**config.mk**
```make
export PLATFORM = sky130hd
export DESIGN_NAME = uart_fifo_rx
export DESIGN_NICKNAME = d
export VERILOG_FILES = /design/src/rtl/uart_rx_pkg.sv /design/src/rtl/uart_rx_timeout.sv /design/src/rtl/uart_fifo_rx.sv
export SDC_FILE = /design/constraint.sdc
export NUM_CORES = 1
export LEC_CHECK = 0
export ABC_CLOCK_PERIOD_IN_PS = 2600
export BUFFER_PORTS_ARGS = -buffer_cell sky130_fd_sc_hd__buf_2
export CORE_AREA = 2 2 95 97
export CTS_BUF_LIST = sky130_fd_sc_hd__clkbuf_8
export DETAILED_ROUTE_END_ITERATION = 10
export DIE_AREA = 0 0 97 99
export PLACE_DENSITY = 0.71
export SLEW_MARGIN = 30
export SYNTH_ARGS = -nofsm -noshare
export SYNTH_HDL_FRONTEND = slang
export SYNTH_SLANG_ARGS = --single-unit
```
**constraint.sdc**
```tcl
create_clock -name clk_i -period 2.6 [get_ports clk_i]
set_input_delay 0.52 -clock clk_i [delete_from_list [all_inputs] [get_ports clk_i]]
set_output_delay 0.52 -clock clk_i [all_outputs]
set_load 0.02 [all_outputs]
```
**src/rtl/uart_rx_pkg.sv**
```systemverilog
// Shared types and default sizes for the UART receive FIFO slice.
package uart_rx_pkg;

  localparam int unsigned DEF_DEPTH  = 8;
  localparam int unsigned DEF_DATA_W = 8;
  localparam int unsigned DEF_TOUT_W = 16;

  // One stored receive byte with its frame/parity error flag
  typedef struct packed {
    logic                  err;
    logic [DEF_DATA_W-1:0] data;
  } rx_entry_t;

  // Receive-timeout counter states
  typedef enum logic [1:0] {
    IDLE  = 2'd0,
    COUNT = 2'd1,
    FIRED = 2'd2
  } tout_state_e;

endpackage : uart_rx_pkg

```
**src/rtl/uart_rx_timeout.sv**
```systemverilog
// Receive-timeout counter: flags a non-empty FIFO that has seen no push or pop
// for tout_val_i cycles. Built only when UART_RX_TIMEOUT_EN is defined.
module uart_rx_timeout
  import uart_rx_pkg::*;
#(
  parameter int unsigned TOUT_W = DEF_TOUT_W
) (
  input  logic              clk_i,
  input  logic              rst_ni,
  input  logic [TOUT_W-1:0] tout_val_i,
  input  logic              push_acc_i,
  input  logic              pop_acc_i,
  input  logic              empty_next_i,
  input  logic              fifo_clr_i,
  output logic              intr_timeout
);

  tout_state_e       state;
  logic [TOUT_W-1:0] cnt;

  // Timeout FSM, counter and registered interrupt. The empty check uses the
  // post-edge occupancy so the count starts on the edge that stores the byte.
  always_ff @(posedge clk_i or negedge rst_ni) begin
    if (!rst_ni) begin
      state        <= IDLE;
      cnt          <= '0;
      intr_timeout <= 1'b0;
    end else if (fifo_clr_i || empty_next_i || (tout_val_i == '0)) begin
      state        <= IDLE;
      cnt          <= '0;
      intr_timeout <= 1'b0;
    end else begin
      unique case (state)
        IDLE: begin
          state        <= COUNT;
          cnt          <= '0;
          intr_timeout <= 1'b0;
        end
        COUNT: begin
          if (push_acc_i || pop_acc_i) begin
            cnt <= '0;
          end else if (cnt >= (tout_val_i - TOUT_W'(1))) begin
            state        <= FIRED;
            intr_timeout <= 1'b1;
          end else begin
            cnt <= cnt + TOUT_W'(1);
          end
        end
        FIRED: begin
          if (push_acc_i || pop_acc_i) begin
            state        <= COUNT;
            cnt          <= '0;
            intr_timeout <= 1'b0;
          end
        end
        default: begin
          state        <= IDLE;
          cnt          <= '0;
          intr_timeout <= 1'b0;
        end
      endcase
    end
  end

endmodule : uart_rx_timeout

```
**src/rtl/uart_fifo_rx.sv**
```systemverilog
// UART receive FIFO: buffers received bytes with per-byte error flags, exposes
// occupancy/full/empty/threshold flags and a sticky overrun flag.
// Optional receive timeout (tout_val_i, intr_timeout, TOUT_W) is built when
// the macro UART_RX_TIMEOUT_EN is defined.
module uart_fifo_rx
  import uart_rx_pkg::*;
#(
  parameter int unsigned DEPTH  = DEF_DEPTH,
  parameter int unsigned DATA_W = DEF_DATA_W
`ifdef UART_RX_TIMEOUT_EN
  ,
  parameter int unsigned TOUT_W = DEF_TOUT_W
`endif
) (
  input  logic                     clk_i,
  input  logic                     rst_ni,
  input  logic [DATA_W-1:0]        rx_data_i,
  input  logic                     rx_valid_i,
  input  logic                     rx_err_i,
  input  logic                     rd_en,
  input  logic                     fifo_clr_i,
  input  logic                     ovr_clr_i,
  input  logic [2:0]               intr_blevel,
  output logic [DATA_W-1:0]        data_o,
  output logic                     data_err_o,
  output logic                     rd_valid_o,
  output logic [$clog2(DEPTH):0]   level_o,
  output logic                     intr_full,
  output logic                     intr_empty,
  output logic                     intr_level,
  output logic                     intr_overrun
`ifdef UART_RX_TIMEOUT_EN
  ,
  input  logic [TOUT_W-1:0]        tout_val_i,
  output logic                     intr_timeout
`endif
);

  localparam int unsigned AW = $clog2(DEPTH);
  localparam int unsigned PW = AW + 1;

  logic [PW-1:0] wr_ptr;
  logic [PW-1:0] rd_ptr;
  logic [PW-1:0] wr_ptr_n;
  logic [PW-1:0] rd_ptr_n;
  logic [DATA_W:0] mem [DEPTH];

  logic full_c;
  logic empty_c;
  logic push_acc;
  logic pop_acc;
  logic ovr_set;

  // Accept/drop decisions and next pointer values; a flush discards both sides
  always_comb begin
    empty_c  = (wr_ptr == rd_ptr);
    full_c   = ((wr_ptr ^ rd_ptr) == {1'b1, {AW{1'b0}}});
    pop_acc  = rd_en && !empty_c && !fifo_clr_i;
    push_acc = rx_valid_i && !fifo_clr_i && (!full_c || pop_acc);
    ovr_set  = rx_valid_i && !fifo_clr_i && full_c && !pop_acc;
    wr_ptr_n = wr_ptr + PW'(push_acc);
    rd_ptr_n = rd_ptr + PW'(pop_acc);
    if (fifo_clr_i) begin
      wr_ptr_n = '0;
      rd_ptr_n = '0;
    end
  end

  // Status flags derived directly from the pointers
  always_comb begin
    level_o    = wr_ptr - rd_ptr;
    intr_full  = full_c;
    intr_empty = empty_c;
    intr_level = (intr_blevel != 3'd0) && (32'(level_o) >= 32'(intr_blevel));
  end

  // Read and write pointers with wrap bit
  always_ff @(posedge clk_i or negedge rst_ni) begin
    if (!rst_ni) begin
      wr_ptr <= '0;
      rd_ptr <= '0;
    end else begin
      wr_ptr <= wr_ptr_n;
      rd_ptr <= rd_ptr_n;
    end
  end

  // Entry storage; contents need no reset
  always_ff @(posedge clk_i) begin
    if (push_acc) begin
      mem[wr_ptr[AW-1:0]] <= {rx_err_i, rx_data_i};
    end
  end

  // Registered head byte and one-cycle read-valid pulse
  always_ff @(posedge clk_i or negedge rst_ni) begin
    if (!rst_ni) begin
      data_o     <= '0;
      data_err_o <= 1'b0;
      rd_valid_o <= 1'b0;
    end else begin
      rd_valid_o <= pop_acc;
      if (pop_acc) begin
        {data_err_o, data_o} <= mem[rd_ptr[AW-1:0]];
      end
    end
  end

  // Sticky overrun; a new drop wins over a same-cycle clear
  always_ff @(posedge clk_i or negedge rst_ni) begin
    if (!rst_ni) begin
      intr_overrun <= 1'b0;
    end else if (ovr_set) begin
      intr_overrun <= 1'b1;
    end else if (ovr_clr_i) begin
      intr_overrun <= 1'b0;
    end
  end

`ifdef UART_RX_TIMEOUT_EN
  logic empty_next;

  // Occupancy after the current edge, used to start and stop the timeout
  always_comb begin
    empty_next = (wr_ptr_n == rd_ptr_n);
  end

  uart_rx_timeout #(
    .TOUT_W (TOUT_W)
  ) u_timeout (
    .clk_i        (clk_i),
    .rst_ni       (rst_ni),
    .tout_val_i   (tout_val_i),
    .push_acc_i   (push_acc),
    .pop_acc_i    (pop_acc),
    .empty_next_i (empty_next),
    .fifo_clr_i   (fifo_clr_i),
    .intr_timeout (intr_timeout)
  );
`endif

endmodule : uart_fifo_rx

```
Word-level counts from Yosys, hierarchy flattened --
Memories as Yosys holds them, arrays and structs flattened. A register that Yosys moved wholly into a read port is not among the register bits. Cells that the tools add are included.
Operators by class: $add $sub $neg 3, bitwise gates (word level) 1, reduce and logical (&&, ||, !) cells 15, equality and inequality tests 2, order comparisons 1, div/mod/pow operators 0, multiply operators 0, multiplexer cells 6, shift operators 0
Operators with widths (count):
- adder 4 x 1 -> 4 bit | 2
- 2-to-1 mux 4 bit | 2
- logical AND 1 bit | 7
- logical NOT 1 bit | 5
- equality test 4 bit | 1
- equality test 4 bit, second input constant | 1
- >= comparator 4 x 3 -> 1 bit | 1
- 2-to-1 mux 1 bit | 4
- subtractor 4 bit | 1
- bitwise XOR 4 bit | 1
- nonzero test 3 bit | 1
- nonzero test 2 bit | 1
- logical OR 1 bit | 1
Word-level totals: latch bits 0, bits in writable memories 72, memory bits (read-only) 0, word-level logic and storage cells 33, output and inout port bits 18, flip-flop bits (word level) 10, memories kept 1
Memories:
- mem | words 8, bits a word 9, rd ports 1, clocked after memory_dff 1, wr ports 1, RTL line uart_fifo_rx.sv:46 | logic [DATA_W:0] mem [DEPTH];

Logic depth before layout (Yosys ltp) --
Gate-level depths: netlist of run 1.
depth in word-level cells 8, depth in mapped cells 11

Least setup slack after synthesis of run 1 --
No wires, ideal clock.
path type register to output, from register wr_ptr[0], to output intr_level, stages on the path, launching flop included 10, setup slack -0.078 ns, arrival time 2.158 ns, required time 2.080 ns, cell sequence dfrtp_1 inv_1 ha_1 inv_1 fa_1 xor2_1 ha_1 nand2_1 a2bb2oi_1 nand3b_1
On the way: word-level cells in the longest chain between the ends 3
Ends and longest elaborated chain:
- start, declared | RTL line uart_fifo_rx.sv:42 | logic [PW-1:0] wr_ptr;
- start signal, assigned | RTL line uart_fifo_rx.sv:83 | wr_ptr <= wr_ptr_n;
- subtractor 4 bit | RTL line uart_fifo_rx.sv:71 | level_o = wr_ptr - rd_ptr;
- net level_o[2] | RTL line uart_fifo_rx.sv:27 | output logic [$clog2(DEPTH):0] level_o,
- >= comparator 4 x 3 -> 1 bit | RTL line uart_fifo_rx.sv:74 | intr_level = (intr_blevel != 3'd0) && (32'(level_o) >= 32'(intr_blevel));
- logical AND 1 bit | RTL line uart_fifo_rx.sv:74
- end, declared | RTL line uart_fifo_rx.sv:30 | output logic intr_level,
The timed path passes the listed nets, and every way through them passes these cells.

Worst setup path in the final report of run 1 --
from register wr_ptr[0], to output intr_level
On the way: word-level cells in the longest chain between the ends 3
Ends and longest elaborated chain (RTL line):
- subtractor 4 bit | uart_fifo_rx.sv:71
- >= comparator 4 x 3 -> 1 bit | uart_fifo_rx.sv:74
- logical AND 1 bit | uart_fifo_rx.sv:74
No other way between the ends.

==> results of run 1 <==
==> critical path, cell delays in order, from the launching register on <==
cell       delay [ps]
dfrtp_1           390
inv_2              90
ha_4              160
inv_4              40
fa_2              570
ha_4              210
a21oi_2           110
a2bb2oi_1         160
nand3b_1          100
buf_6             140
==> power groups by stage <==
stage / sequential (uW) / combinational, uW / clock [uW]
floorplan: 1790 / 167 / 0
global placement: 1710 / 374 / 0
finish: 1680 / 410 / 853
global route: 1690 / 453 / 943
CTS: 1680 / 414 / 890
detailed placement: 1720 / 385 / 0
==> metrics by stage <==
| step | power (uW) | cells |
|---|---|---|
| after detailed placement | 2100 | 366 |
| after global routing | 3090 | 391 |
| after CTS | 2990 | 390 |
| after floorplan | 1960 | 215 |
| after global placement | 2090 | 366 |
| final | 2950 | 391 |
==> sequential cells by signal, indices dropped and copies added, names as in the netlist <==
register / cells
intr_overrun: 1
data_o: 8
data_err_o: 1
rd_ptr: 4
rd_valid_o: 1
mem: 72
wr_ptr: 4
==> layout make-up <==
type	count	area [sq um]	area share, %
Tap cell	108	135	3.03
Sequential cell	91	2640	59.2
Inverter	11	43.8	0.983
Timing Repair Buffer	59	362	8.11
Clock inverter	7	51.3	1.15
Clock buffer	9	124	2.78
Multi-Input combinational cell	106	1100	24.8
==> timing repair <==
| item | CTS | global route |
|---|---|---|
| pin swaps | 3 | 0 |
| gates resized for setup | 9 | 1 |
| buffers inserted | 8 | 1 |
| hold endpoints to repair | 0 | 0 |
| endpoints found under the setup margin | 1 | 2 |
==> routing by layer <==
metal,share of wire (%),vias up
li1,-,950
met1,42,996
met2,53,41
met3,4.6,2
met4,0.16,0
met5,0,-
==> worst paths after layout <==
path,from,end
worst max-delay path,wr_ptr[0],intr_level
worst min-delay path,rst_ni,intr_overrun
worst max register to register,wr_ptr[2],wr_ptr[1]
worst min register to register,data_err_o,data_err_o
max in group asynchronous,rst_ni,data_o[1]
min in group clk_i,rx_valid_i,intr_overrun
==> synth_stat cells (all sizes together) <==
master	number
buf	5
inv	11
nand2	15
xnor2	4
xor2	4
nand4	1
o21ai	10
clkbuf	2
dfrtp	19
nor3	3
edfxtp	72
a2bb2oi	1
nand3b	1
o211ai	1
nand3	3
ha	10
mux2i	9
mux4	18
nor2	12
a21oi	2
nand2b	3
o311a	1
nor2b	5
a32o	1
fa	1
or3	1
==> placed cells by master, fill, tap and decap left out, types with 3 or more instances in the layout <==
cell type	synthesis	layout
mux2i_1	9	9
xnor2_1	4	4
nor2b_1	5	5
nand2_1	13	13
nand2b_1	3	3
edfxtp_1	72	72
mux4_2	10	10
ha_1	10	8
buf_2	1	34
clkbuf_8	0	9
o21ai_1	9	9
dfrtp_1	19	19
nor2_1	12	12
buf_4	2	24
mux4_1	8	8
inv_1	11	9
nor3_1	3	3
nand3_1	3	3
==> cells by family after synthesis <==
| logic type | count (synthesis) | synth area share, % |
|---|---|---|
| flops | 91 | 69.4 |
| simple gates | 44 | 5.43 |
| mux | 27 | 13.8 |
| buf+inv | 18 | 2.63 |
| compound gates | 16 | 2.90 |
| fa+ha+maj | 11 | 3.82 |
| xor+xnor | 8 | 2.04 |
==> run summary, run 1 <==
worst r2r path cells - 6
critical path arrival - 2300 ps
Sw Pwr - 781 uW
CP startpoint kind - flip-flop
met1 Use GR - 19.5%
dpl hpwl - 4380 um
Peak VDD IR - 0.450 mV
Syn Nets - 244
#FFs+latches synth - 91
Clock Power Share - 29.0%
share of post-route cells with drive strength above 1 - 33.6%
area share of the largest cell type after synthesis - 56.9%
H-tree depth - 3
final setup margin - -223 ps
MaxCap Viol Count - 0
worst hold path class - in -> async
Hold Worst Slack - 108 ps
combinational share of power - 13.9%
Die Ht - 99 um
Reg2Reg Setup Slack - 320 ps
Ys Warns - 0
Setup Skew - 10.6 ps
First DRT Iteration DRCs - 92
Synth cell types - 33
Worst-Skew Late Latency - 350 ps
layer with the highest usage - met2
CP Max Fanout - 2
DRT Pass-1 Iters - 4
Place WS - 57.1 ps
clock root cell - clkbuf_8
measured slew at the worst slew-check pin - 475 ps
cell area after layout - 4460 sq um
Power Internal - 2170 uW
GR Util met2 - 27.1%
met3 Use GR - 5.32%
number of global-route vias before repair - 2,072
Lkg Pwr - 0.00167 uW
Vias - 1,989
fillcell total - 706
pin count of the biggest net entering global routing - 21
io pins - 36
status - complete, but fails checks
CTS tree - yes
WL final - 6970 um
vias per std cell - 5.09
switch share - 26.5%
core outline area - 8550 sq um
gp weighted congestion - 0.766
clock slew at reported path FFs - 90 ps
power density over the cells - 661 nW/um^2
final critical-path required period - 2820 ps
Final period util - 109%
TritonCTS Buffers - 9
failing checks - negative setup slack
Die ar. - 9600 sq um
Die X - 97 um
final hold vios - 0
Final Max Slew Viols - 0
final net count - 307
starting density of the core - 44.5%
FP Rows - 34
first-pass GRT wire length - 11,300 um
worst setup path class - reg -> out
Max Freq - 354 MHz
final core utilization - 52.1%
Mapped Cells - 215
sequential share of power - 57.1%
Tot GR Track Use - 15.6%
slew margin rel. - 68.3%
DRC - 0
worst path required time - 2080 ps
sequential share of the synthesized area - 69.4%
Setup TNS - -223 ps
initial antenna violation count - 0
Hold Buf Count CTS - 0
top cells by area, synth - edfxtp_1 (57%), dfrtp_1 (13%), mux4_2 (5.9%)
post-detailed-route count of antenna-violating nets - 0
area of the mapped netlist - 3800 sq um
port buffer count - 35
sinks on the clock net - 91
number of diodes - 0
leading area contributor after synthesis - edfxtp_1
total grt overflow - 0
Worst Setup End Kind - output pin
dpl cell area - 4170 sq um
final setup violating endpoints - 1
synth-to-layout area growth - 17.2%
Routed wire per std cell - 17.8 um
clock buffer depth - 2
RSZ-0062 raised after global routing - yes
mean area per synthesized cell - 17.7 sq um
Power figures use the tool's default switching activity.
==> run 2: changes to the inputs <==
--- a/config.mk
+++ b/config.mk
@@ -11,6 +11,7 @@
 export CTS_BUF_LIST = sky130_fd_sc_hd__clkbuf_8
 export DETAILED_ROUTE_END_ITERATION = 10
 export DIE_AREA = 0 0 97 99
+export GPL_TIMING_DRIVEN = 0
 export PLACE_DENSITY = 0.71
 export SLEW_MARGIN = 30
 export SYNTH_ARGS = -nofsm -noshare
==> run 2 against run 1 <==
  * The run still ends with negative setup slack left
  * Worst setup slack better by 11 ps
  * Global-route usage is 1.8 points higher
  * Clock-buffer cell count stayed put
  * Via count is 6.0% higher
  * Sequential share of layout area is 2.6 points lower
  * Combinational power is 9.3% higher
  * Non-clock buffer count is 4 higher
  * Highest routed layer unchanged
==> run summary, run 2 (synthesis results as in run 1) <==
Final Non-Filler Cells - 397
sinks on the clock net - 91
combinational share of power - 14.5%
failing checks - negative setup slack
worst r2r path cells - 11
total grt overflow - 0
CTS tree - yes
pin count of the biggest net entering global routing - 20
clock buffer depth - 2
MaxCap Viol Count - 0
worst hold path class - in -> async
worst path required time - 2080 ps
Buf/Inv on CP - 3
final core utilization - 54.5%
RSZ-0062 raised after global routing - yes
Cells after DPL - 359
port buffer count - 34
io pins - 36
synth-to-layout area growth - 22.6%
CP Max Fanout - 2
largest delay contributor family on the critical path - adder cells
clock root cell - clkbuf_8
Final period util - 108%
Sw Pwr - 806 uW
measured slew at the worst slew-check pin - 704 ps
share of post-route cells with drive strength above 1 - 38.1%
DRT Pass-1 Iters - 4
final setup violating endpoints - 3
Largest register FFs - 72
final critical-path required period - 2810 ps
DRC - 0
reg2reg end - rd_ptr[2]
critical path arrival - 2290 ps
dpl hpwl - 4590 um
starting density of the core - 44.5%
number of global-route vias before repair - 2,264
slowest cell delay on critical path - 550 ps
vias per std cell - 5.31
core outline area - 8550 sq um
Worst Setup End Kind - output pin
Lkg Pwr - 0.00171 uW
worst setup path class - reg -> out
initial antenna violation count - 0
switch share - 26.1%
Reg2Reg Setup Slack - -60 ps
slew margin rel. - 53.1%
Tot GR Track Use - 17.4%
Vias - 2,108
commonest cells after routing, fill and taps aside - edfxtp_1 (72), buf_2 (33), buf_4 (21), dfrtp_1 (18), nand2_1 (13)
Clock Power Share - 31.0%
power density over the cells - 663 nW/um^2
CP startpoint kind - flip-flop
Die ar. - 9600 sq um
Hold Worst Slack - 113 ps
CP max-delay cell - fa_2
number of diodes - 0
first-pass GRT wire length - 12,300 um
Power Internal - 2280 uW
First DRT Iteration DRCs - 125
sequential share of power - 54.5%
Die Ht - 99 um
total power - 3090 uW
gp weighted congestion - 0.733
Peak VDD IR - 0.431 mV
WL final - 8060 um
TritonCTS Buffers - 9
post-detailed-route count of antenna-violating nets - 0
Max Freq - 356 MHz
status - complete, but fails checks
final setup margin - -212 ps
Setup Skew - 8.39 ps
final hold vios - 0
Worst R2R Start - rd_ptr[2]
Final Max Slew Viols - 0
Die X - 97 um
CP cell instances - inv_2 -> ha_4 -> inv_2 -> fa_2 -> ha_4 -> a21oi_2 -> a2bb2oi_1 -> nand3b_1 -> buf_6
Place WS - -354 ps
FP Rows - 34
clock slew at reported path FFs - 90 ps
H-tree depth - 3
commonest non-fill, non-tap cell in the layout - edfxtp_1
final net count - 313
Worst-Skew Late Latency - 350 ps
Routed wire per std cell - 20.3 um
run 2: cell types whose count changed in the layout (fill, tap and decap cells not counted), moves of 2 or more:
cell,change
buf_12,+3
inv_6,-2
buf_6,+2
buf_4,-3
nor3_1,-2
clkinvlp_4,+2
nor2_1,-6
nor3_2,+2
nor2_4,+8
clkbuf_1,+2
run 2: final cells by class:
| class | count | area (sq um) |
|---|---|---|
| inverters | 11 | 41.3 |
| flip-flops and latches | 91 | 2640 |
| clock buffers | 9 | 124 |
| multi-input cells | 108 | 1210 |
| well taps | 108 | 135 |
| clock inverters | 7 | 77.6 |
| repair buffers | 56 | 367 |
| plain buffers | 7 | 72.6 |
| fillers | 666 | 3890 |
run 2: how the worst max path moves through the flow:
stage,start,endpoint,cells after the start
2_1_floorplan,wr_ptr[0],intr_level,9
5_1_grt,rd_ptr[2],intr_level,9
6_report,wr_ptr[0],intr_level,9
4_1_cts,wr_ptr[0],intr_level,9
3_5_place_dp,rd_ptr[2],mem[6][4],7
3_3_place_gp,rd_ptr[2],mem[0][2],7
run 2: repair_timing:
action	CTS	global route
setup buffers	20	3
hold buffers	0	0
gates resized for setup	28	3
endpoints found under the setup margin	72	79
gates cloned	2	0
pin swaps	7	7
run 2: power groups by stage:
stage          logic [uW]  registers, uW  clock network, uW
2_1_floorplan         167           1790                  0
3_3_place_gp          376           1710                  0
3_5_place_dp          388           1720                  0
4_1_cts               447           1680                969
5_1_grt               494           1700               1030
6_report              448           1680                957
run 2: routing by layer:
layer	vias up	track usage, %	share of wire [%]
li1	965	-	-
met1	1086	21.3	42
met2	43	31.5	53
met3	14	3.48	3.2
met4	0	5.20	1.6
met5	-	0	0
run 2: per-stage QoR:
| step | cell area (sq um) | TNS (ps) |
|---|---|---|
| 6_report | 4660 | -299 |
| 3_5_place_dp | 4140 | -17530 |
| 4_1_cts | 4630 | -1480 |
| 2_1_floorplan | 3810 | 0 |
| 3_3_place_gp | 4120 | -24750 |
| 5_1_grt | 4660 | -1620 |
